### src/rtl/uart_tx_pkg.sv
// Shared constants and types for the UART transmit device.
package uart_tx_pkg;

  localparam int unsigned DIV_W  = 16;
  localparam int unsigned BYTE_W = 8;

  localparam logic [1:0] REG_DATA    = 2'd0;
  localparam logic [1:0] REG_STATUS  = 2'd1;
  localparam logic [1:0] REG_DIVISOR = 2'd2;
  localparam logic [1:0] REG_RSVD    = 2'd3;

  localparam int unsigned STAT_FULL   = 0;
  localparam int unsigned STAT_EMPTY  = 1;
  localparam int unsigned STAT_BUSY   = 2;
  localparam int unsigned STAT_IRQ_EN = 3;

  typedef enum logic [1:0] {
    ST_IDLE,
    ST_START,
    ST_DATA,
    ST_STOP
  } tx_state_e;

endpackage

### src/rtl/uart_tx_fifo.sv
// Byte FIFO with show-ahead read data; push and pop may coincide.
module uart_tx_fifo #(
  parameter int unsigned DEPTH = 16
) (
  input  logic                     clk,
  input  logic                     reset,
  input  logic                     push,
  input  logic                     pop,
  input  logic [7:0]               wdata,
  output logic [7:0]               rdata,
  output logic                     full,
  output logic                     empty,
  output logic [$clog2(DEPTH):0]   count
);

  localparam int unsigned AW = $clog2(DEPTH);
  localparam int unsigned CW = AW + 1;

  logic [7:0]    mem [DEPTH];
  logic [AW-1:0] wr_ptr;
  logic [AW-1:0] rd_ptr;
  logic          do_push;
  logic          do_pop;

  assign full    = (count == CW'(DEPTH));
  assign empty   = (count == '0);
  assign do_push = push && !full;
  assign do_pop  = pop && !empty;
  assign rdata   = mem[rd_ptr];

  always_ff @(posedge clk) begin
    if (do_push) mem[wr_ptr] <= wdata;
  end

  // Pointers wrap naturally because DEPTH is a power of two.
  always_ff @(posedge clk or posedge reset) begin
    if (reset) begin
      wr_ptr <= '0;
      rd_ptr <= '0;
      count  <= '0;
    end else begin
      if (do_push) wr_ptr <= wr_ptr + AW'(1);
      if (do_pop)  rd_ptr <= rd_ptr + AW'(1);
      case ({do_push, do_pop})
        2'b10:   count <= count + CW'(1);
        2'b01:   count <= count - CW'(1);
        default: count <= count;
      endcase
    end
  end

endmodule

### src/rtl/uart_tx_device.sv
// Bus-attached UART transmitter with byte FIFO and programmable bit divisor.
// Define UART_TX_IRQ_EN to enable the FIFO-drained interrupt.
module uart_tx_device
  import uart_tx_pkg::*;
#(
  parameter int unsigned FIFO_DEPTH      = 16,
  parameter int unsigned DEFAULT_DIVISOR = 868
) (
  input  logic        clk,
  input  logic        reset,
  input  logic        valid,
  input  logic [31:0] address,
  input  logic [3:0]  wstrobe,
  input  logic [31:0] wdata,
  output logic [31:0] rdata,
  output logic        ready,
  output logic        txd,
  output logic        irq
);

  localparam int unsigned CNT_W = $clog2(FIFO_DEPTH) + 1;

  logic [1:0]        reg_idx;
  logic              is_write;
  logic              data_wr;
  logic              push;
  logic              pop;
  logic              full;
  logic              empty;
  logic              busy;
  logic              irq_en;
  logic [CNT_W-1:0]  fifo_count;
  logic [BYTE_W-1:0] fifo_rdata;
  logic [DIV_W-1:0]  divisor;
  logic [DIV_W-1:0]  div_eff;
  logic [DIV_W-1:0]  div_lat, div_lat_d;
  logic [DIV_W-1:0]  baud_cnt, baud_cnt_d;
  logic [2:0]        bit_cnt, bit_cnt_d;
  logic [BYTE_W-1:0] shreg, shreg_d;
  logic              txd_d;
  tx_state_e         state, state_d;
  logic              unused_ok;

  assign reg_idx  = address[3:2];
  assign is_write = |wstrobe;
  assign data_wr  = is_write && (reg_idx == REG_DATA);
  assign ready    = valid && !(data_wr && full);
  assign push     = ready && data_wr && wstrobe[0];
  assign busy     = (state != ST_IDLE);
  assign div_eff  = (divisor == '0) ? DIV_W'(1) : divisor;
  assign unused_ok = ^{address[31:4], address[1:0], wdata[31:16], fifo_count};

  uart_tx_fifo #(.DEPTH(FIFO_DEPTH)) u_fifo (
    .clk   (clk),
    .reset (reset),
    .push  (push),
    .pop   (pop),
    .wdata (wdata[7:0]),
    .rdata (fifo_rdata),
    .full  (full),
    .empty (empty),
    .count (fifo_count)
  );

  always_ff @(posedge clk or posedge reset) begin
    if (reset) begin
      divisor <= DIV_W'(DEFAULT_DIVISOR);
    end else if (ready && is_write && (reg_idx == REG_DIVISOR)) begin
      divisor <= wdata[DIV_W-1:0];
    end
  end

  always_comb begin
    rdata = '0;
    case (reg_idx)
      REG_STATUS:  rdata = 32'({irq_en, busy, empty, full});
      REG_DIVISOR: rdata = 32'(divisor);
      default:     rdata = '0;
    endcase
  end

`ifdef UART_TX_IRQ_EN
  always_ff @(posedge clk or posedge reset) begin
    if (reset) begin
      irq_en <= 1'b0;
      irq    <= 1'b0;
    end else begin
      if (ready && is_write && (reg_idx == REG_STATUS)) irq_en <= wdata[STAT_IRQ_EN];
      irq <= irq_en && empty && !busy;
    end
  end
`else
  assign irq_en = 1'b0;
  assign irq    = 1'b0;
`endif

  always_ff @(posedge clk or posedge reset) begin
    if (reset) begin
      state    <= ST_IDLE;
      txd      <= 1'b1;
      div_lat  <= DIV_W'(1);
      baud_cnt <= '0;
      bit_cnt  <= '0;
      shreg    <= '0;
    end else begin
      state    <= state_d;
      txd      <= txd_d;
      div_lat  <= div_lat_d;
      baud_cnt <= baud_cnt_d;
      bit_cnt  <= bit_cnt_d;
      shreg    <= shreg_d;
    end
  end

  // Each frame phase lasts div_lat cycles; the next frame starts straight out of STOP.
  always_comb begin
    state_d    = state;
    div_lat_d  = div_lat;
    baud_cnt_d = baud_cnt;
    bit_cnt_d  = bit_cnt;
    shreg_d    = shreg;
    pop        = 1'b0;
    case (state)
      ST_IDLE: begin
        if (!empty) begin
          pop        = 1'b1;
          shreg_d    = fifo_rdata;
          div_lat_d  = div_eff;
          baud_cnt_d = '0;
          state_d    = ST_START;
        end
      end
      ST_START: begin
        if (baud_cnt == div_lat - DIV_W'(1)) begin
          baud_cnt_d = '0;
          bit_cnt_d  = '0;
          state_d    = ST_DATA;
        end else begin
          baud_cnt_d = baud_cnt + DIV_W'(1);
        end
      end
      ST_DATA: begin
        if (baud_cnt == div_lat - DIV_W'(1)) begin
          baud_cnt_d = '0;
          shreg_d    = shreg >> 1;
          if (bit_cnt == 3'd7) state_d = ST_STOP;
          else                 bit_cnt_d = bit_cnt + 3'd1;
        end else begin
          baud_cnt_d = baud_cnt + DIV_W'(1);
        end
      end
      ST_STOP: begin
        if (baud_cnt == div_lat - DIV_W'(1)) begin
          baud_cnt_d = '0;
          if (!empty) begin
            pop       = 1'b1;
            shreg_d   = fifo_rdata;
            div_lat_d = div_eff;
            state_d   = ST_START;
          end else begin
            state_d = ST_IDLE;
          end
        end else begin
          baud_cnt_d = baud_cnt + DIV_W'(1);
        end
      end
      default: state_d = ST_IDLE;
    endcase

    case (state_d)
      ST_START: txd_d = 1'b0;
      ST_DATA:  txd_d = shreg_d[0];
      default:  txd_d = 1'b1;
    endcase
  end

endmodule
### config.mk
export PLATFORM = sky130hd
export DESIGN_NAME = uart_tx_device
export DESIGN_NICKNAME = d
export VERILOG_FILES = /design/src/rtl/uart_tx_pkg.sv /design/src/rtl/uart_tx_fifo.sv /design/src/rtl/uart_tx_device.sv
export SDC_FILE = /design/constraint.sdc
export NUM_CORES = 1
export LEC_CHECK = 0
export ABC_AREA = 0
export CAP_MARGIN = 20
export CORE_ASPECT_RATIO = 1.4
export CORE_MARGIN = 3
export CORE_UTILIZATION = 51
export DETAILED_ROUTE_END_ITERATION = 10
export PLACE_DENSITY = 0.73
export SLEW_MARGIN = 5
export SYNTH_ARGS = -nofsm -noshare
export SYNTH_HDL_FRONTEND = slang
export SYNTH_SLANG_ARGS = --single-unit
### constraint.sdc
create_clock -name clk -period 3.93 [get_ports clk]
set_input_delay 1.179 -clock clk [delete_from_list [all_inputs] [get_ports clk]]
set_output_delay 1.179 -clock clk [all_outputs]
set_load 0.03 [all_outputs]
Word level (Yosys, flattened, before mapping)
Memories as Yosys holds them, arrays and structs flattened.
Cells that the tools add are included.

storage, ports and cells
  register bits after elaboration = 75
  output and inout bits = 35
  input bits = 71
  memories kept = 1
  bits in writable memories = 128

cells by class
  reduce and logical (&&, ||, !) cells = 26
  multiplexer cells = 30
  add/subtract/negate cells = 7
  eq/ne operators = 17

memory list
  name        depth  width  rd ports  clocked after Yosys merged registers in  wr ports  line                source
  u_fifo.mem  16     8      1         0                                        1         uart_tx_fifo.sv:19  logic [7:0] mem [DEPTH];

operators by type and width
  operator                                                                number
  16-bit one-hot mux with 2 select lines                                  3
  16-bit two-way mux                                                      5
  8-bit two-way mux                                                       3
  8-bit one-hot mux with 3 select lines                                   1
  16-bit by 1-bit adder with 16-bit output (second input constant)        1
  16-bit equality test                                                    1
  16-bit zero test                                                        1
  16-bit by 1-bit subtractor with 16-bit output (second input constant)   1
  2-bit equality test (second input constant)                             5
  2-bit two-way mux                                                       5
  2-bit inequality test (second input constant)                           5
  5-bit one-hot mux with 2 select lines                                   1
  1-bit logical AND                                                       9
  3-bit two-way mux                                                       3
  4-bit by 1-bit adder with 4-bit output (second input constant)          2
  2-bit by 1-bit equality test with 1-bit output (second input constant)  4
  2-bit one-hot mux with 4 select lines                                   1
  2-bit nonzero test                                                      4
  3-bit one-hot mux with 2 select lines                                   1
  5-bit by 1-bit adder with 5-bit output (second input constant)          1
  5-bit equality test (second input constant)                             1
  5-bit zero test                                                         1
  1-bit two-way mux                                                       5
  5-bit by 1-bit subtractor with 5-bit output (second input constant)     1
  other kinds (11)                                                        15

Longest topological paths before layout
  depth in word-level cells = 10
  depth in mapped cells = 18

Cells and area by module
A second synthesis with hierarchy kept.

second synthesis, totals
  cell total of the unflattened synthesis = 738
  area, all modules = 9745.6 µm²

modules (own cells, without submodules)
  module          cells each  seq. area each (µm²)  instances  area each (µm²)
  uart_tx_fifo    333         4169.0                1          5789.3
  uart_tx_device  405         1560.2                1          3956.3

Least setup slack after synthesis
Ideal clock, no wire load.

  kind = flip-flop to flip-flop
  start = register div_lat[0]
  end = register u_fifo.count[4]
  arrival time = 4.223 ns
  stages on the path, launching flop included = 19
  path slack = -0.418 ns
  buffers on the path = 2
  clock period less this slack = 4.348 ns
  path through = dfstp_2 -> clkbuf_1 -> inv_1 -> ha_1 -> or3b_1 -> clkbuf_2 -> or4_4 -> mux2_2 -> mux2i_1 -> o22ai_2 -> a41oi_2 -> nor3_2 -> ha_1 -> fa_1 -> a21o_1 -> a21oi_1 -> xor2_1 -> nor2_1 -> xor2_1

between the ends
  cells in the longest elaborated chain, start to end = 7

RTL lines
  what                                                                                          line                   source
  from (decl)                                                                                   uart_tx_device.sv:36   logic [DIV_W-1:0] div_lat, div_lat_d;
  from (signal assigned)                                                                        uart_tx_device.sv:108  div_lat <= div_lat_d;
  16-bit by 1-bit subtractor with 16-bit output (*)                                             uart_tx_device.sv:153  if (baud_cnt == div_lat - DIV_W'(1)) begin
  16-bit equality test (*)                                                                      uart_tx_device.sv:153
  1-bit two-way mux (*)                                                                         uart_tx_device.sv:153
  1-bit one-hot mux with 2 select lines (*)                                                     uart_tx_device.sv:123  case (state)
  1-bit logical AND (*)                                                                         uart_tx_fifo.sv:28     assign do_pop = pop && !empty;
  via u_fifo.do_pop                                                                             uart_tx_fifo.sv:23     logic do_pop;
  2-bit by 1-bit equality test with 1-bit output / 2-bit equality test (equally long branches)  uart_tx_fifo.sv:44     case ({do_push, do_pop})
  5-bit one-hot mux with 2 select lines / 2-bit nonzero test (equally long branches)            --
  to (signal assigned)                                                                          uart_tx_fifo.sv:45     2'b10: count <= count + CW'(1);
  to (signal assigned)                                                                          uart_tx_fifo.sv:46     2'b01: count <= count - CW'(1);
  to (signal assigned)                                                                          uart_tx_fifo.sv:47     default: count <= count;
  to (decl)                                                                                     uart_tx_fifo.sv:13     output logic [$clog2(DEPTH):0] count

The timed path passes the listed nets; every way through them passes the cells marked *.
A chain may end at the register's enable or synchronous reset.

Worst setup path in the final report
  start = register div_lat[1]
  end = register u_fifo.count[4]

Same word-level chain as after synthesis.

==> metrics.csv <==
metric;value;unit
gr-usage-all-layers;0.208;
insertion_delay;490;ps
hold-worst-slack;542;ps
finalWorstPathRequiredPeriod;3810;ps
ant_nets;0;
routedWlPerCell;20.5;um
critPathLaunchType;flop;
rrSetupSlack;120;ps
p_comb_frac;0.364;
syn_area_per_cell;13.3;um2
grt_pass1_vias;6227;
cts_tree;done;
p_seq_frac;0.387;
ys_warn_count;0;
diodes;0;
r2r_cells;16;
setup_viol;0;
cts.htree.levels;1;
timing.rr.end;u_fifo.count[4]$_DFFE_PP0P_;
worstMarginPinSlew;924;ps
die_h;169;um
max_freq;262;MHz
power.leakage;4.19;nW
grt_pass1_wl;33400;um
initial_core_util;0.520;
clk_path_buf_depth;3;
drt_wl_total;21500;um
min_period_over_period;0.970;
ys_seq_area_frac;0.592;
synth_seq_cells;203;
hold_class;reg -> reg;
dp_hpwl;15200;um
area_delta_synth_final;15.3;%
synth_edf_count;128;
slowest_delay;540;ps
layout_common_cells;128 x edfxtp_1, 67 x dfrtp_1, 60 x nand2_1, 46 x buf_4, 44 x o21ai_0;
path_cells;inv_2 -> ha_4 -> or3b_4 -> or4_4 -> mux2_4 -> mux2i_4 -> o22ai_4 -> a41oi_4 -> nor3_4 -> ha_4 -> fa_2 -> a21o_1 -> a21oi_2 -> xor2_1 -> nor2_1 -> xor2_1;
num_io_pins;106;
core;18600;um2
arrival;4180;ps
finalPower;7.61;mW
worst-setup-path-type;reg -> reg;
cp_max_fo;5;
rows;59;
cp.required;4300;ps
dr.pass1.iters;5;
synth_cells;726;
pwr-share-clk;0.249;
crit_family;simple AND/OR/NAND/NOR gates;
crit_buf_inv;1;
powerDensity;682;nW/um2
cts_inserted_buffers;21;
holdCritStartpoint;u_fifo.count[3]$_DFFE_PP0P_;
hold_violations;0;
drt_iter0_drc;473;
endpoint_kind;flop;
vdd_drop_max;386;uV
pre_cts_ws;8.74;ps
clock-sinks;203;
vias;6245;
power.share.switching;0.349;
slowest_stage;or4_4;
slew_violations;0;
switchingPower;2.66;mW
gp_routability_congestion;0.894;
min_to;u_fifo.count[3]$_DFFE_PP0P_;
synth_flop_cell;edfxtp_1;
internal_power;4.95;mW
tns;0;ps
maxCapViolations;0;
drive_gt1_frac;0.195;
finalWorstSetupSlack;117;ps
netlist_area;9680;um2
rr_startpoint;div_lat[1]$_DFFE_PP0P_;
nets;884;
status;complete, no violations;
path_clk_slew;60;ps
root_buffer;clkbuf_16;
layout_commonest_cell;edfxtp_1;
async_flop_share;0.369;
clock_skew;13.9;ps
min_path_cells;2;
vias_per_cell;5.96;
fillers;1461;
grt_antenna_before_repair;0;
die_width;122;um
synthDistinctLibCells;80;
portBuffers;42;
dieArea;20700;um2
grt_start_max_net_pins;49;
grt-ovfl-total;0;
drc;0;
max-slew-margin-rel;0.382;
cells by family after synthesis:
kind of cell,count (synthesis),share of synthesized area
flip-flops,203,0.592
AND/OR/NAND/NOR,187,0.106
AO/OA/AOI/OAI,140,0.101
multiplexers,78,0.110
buffers and inverters,64,0.0327
XOR/XNOR,30,0.0271
adder cells (fa/ha/maj),23,0.0305
other,1,0.000387
metal layers:
| layer | GRT usage | share of wire | up-vias |
|---|---|---|---|
| met1 | 0.256 | 0.39 | 3151 |
| met4 | 0.0595 | 0.024 | 0 |
| met5 | 0 | 0 | - |
| met3 | 0.0307 | 0.042 | 36 |
| li1 | - | - | 2879 |
| met2 | 0.376 | 0.54 | 179 |
state kept, by name, indices dropped and copies added (netlist names):
register and flops:
u_fifo.count 5, bit_cnt 3, u_fifo.wr_ptr 4, shreg 8
u_fifo.mem 128, txd 1, u_fifo.rd_ptr 4, div_lat 16
divisor 16, baud_cnt 16, state 2
power groups by stage:
stage	registers, mW	logic, mW	clock network, mW
6_report	2.94	2.77	1.90
5_1_grt	2.99	3.01	2.03
4_1_cts	2.94	2.71	1.93
3_5_place_dp	2.98	2.69	0
3_3_place_gp	2.95	2.60	0
2_1_floorplan	2.82	2.08	0
through the flow:
| step | std cells | utilization | area (um2) |
|---|---|---|---|
| final | 1048 | 0.600 | 11200 |
| after global routing | 1048 | 0.600 | 11200 |
| after CTS | 1040 | 0.596 | 11100 |
| after detailed placement | 1003 | 0.560 | 10400 |
| after global placement | 1003 | 0.560 | 10400 |
| after floorplan | 742 | - | 9820 |
Yosys cell counts, types with 3 or more instances:
| library cell | number | area, um2 |
|---|---|---|
| a22o_1 | 13 | 114 |
| nor4_1 | 12 | 75.1 |
| o221ai_1 | 14 | 123 |
| clkbuf_1 | 16 | 60.1 |
| nor2_1 | 11 | 41.3 |
| nand2b_1 | 3 | 18.8 |
| and2_1 | 30 | 188 |
| a21o_1 | 4 | 30.0 |
| a21boi_0 | 3 | 22.5 |
| a211oi_1 | 8 | 60.1 |
| nor2b_1 | 4 | 25.0 |
| and3_1 | 11 | 68.8 |
| xor2_1 | 10 | 87.6 |
| dfrtp_1 | 68 | 1700 |
| o21ai_0 | 45 | 225 |
| dfstp_2 | 7 | 184 |
| ha_1 | 22 | 275 |
| mux2_2 | 27 | 304 |
| a31oi_1 | 3 | 18.8 |
| nand4_1 | 9 | 56.3 |
| or4_1 | 4 | 30.0 |
| buf_1 | 6 | 22.5 |
| buf_4 | 18 | 135 |
| xnor2_1 | 20 | 175 |
| mux4_2 | 19 | 428 |
| buf_2 | 6 | 30.0 |
| nor3_1 | 11 | 55.1 |
| nand2_1 | 60 | 225 |
| edfxtp_1 | 128 | 3840 |
| o22ai_1 | 7 | 43.8 |
| nand3_1 | 11 | 55.1 |
| a21oi_1 | 14 | 70.1 |
| mux2i_1 | 29 | 290 |
| inv_1 | 16 | 60.1 |
how the worst max path moves through the flow:
stage,endpoint,slack [ps],startpoint,depth (start not counted)
finish,u_fifo.count[4]$_DFFE_PP0P_,120,div_lat[1]$_DFFE_PP0P_,16
global route,u_fifo.count[4]$_DFFE_PP0P_,-20,div_lat[1]$_DFFE_PP0P_,16
CTS,u_fifo.count[4]$_DFFE_PP0P_,50,div_lat[1]$_DFFE_PP0P_,17
detailed placement,u_fifo.count[4]$_DFFE_PP0P_,9,div_lat[1]$_DFFE_PP0P_,16
global placement,u_fifo.count[4]$_DFFE_PP0P_,50,div_lat[1]$_DFFE_PP0P_,17
floorplan,u_fifo.count[4]$_DFFE_PP0P_,-10,div_lat[0]$_DFFE_PP1P_,18
worst min-delay path: stages, from the launching register on:
cell	delay, ps
dfrtp_1	380
nand2_1	60
o21ai_0	60
cell type report:
class                   instances  area [um2]  share of cell area
clock buffers                  27         548              0.0491
clock inverters                10         104             0.00930
inverters                      17        66.3             0.00594
multi-input cells             475        3790               0.340
flip-flops and latches        203        5730               0.513
well taps                     244         305              0.0274
repair buffers                 72         616              0.0552
timing repair:
action / in CTS / in global routing
hold buffers: 0 / 0
setup endpoints to repair: 1 / 2
pin swaps: 0 / 9
setup buffers: 0 / 8
resized for setup: 2 / 4
cloned: 0 / 0
(Power assumes the default switching activity.)
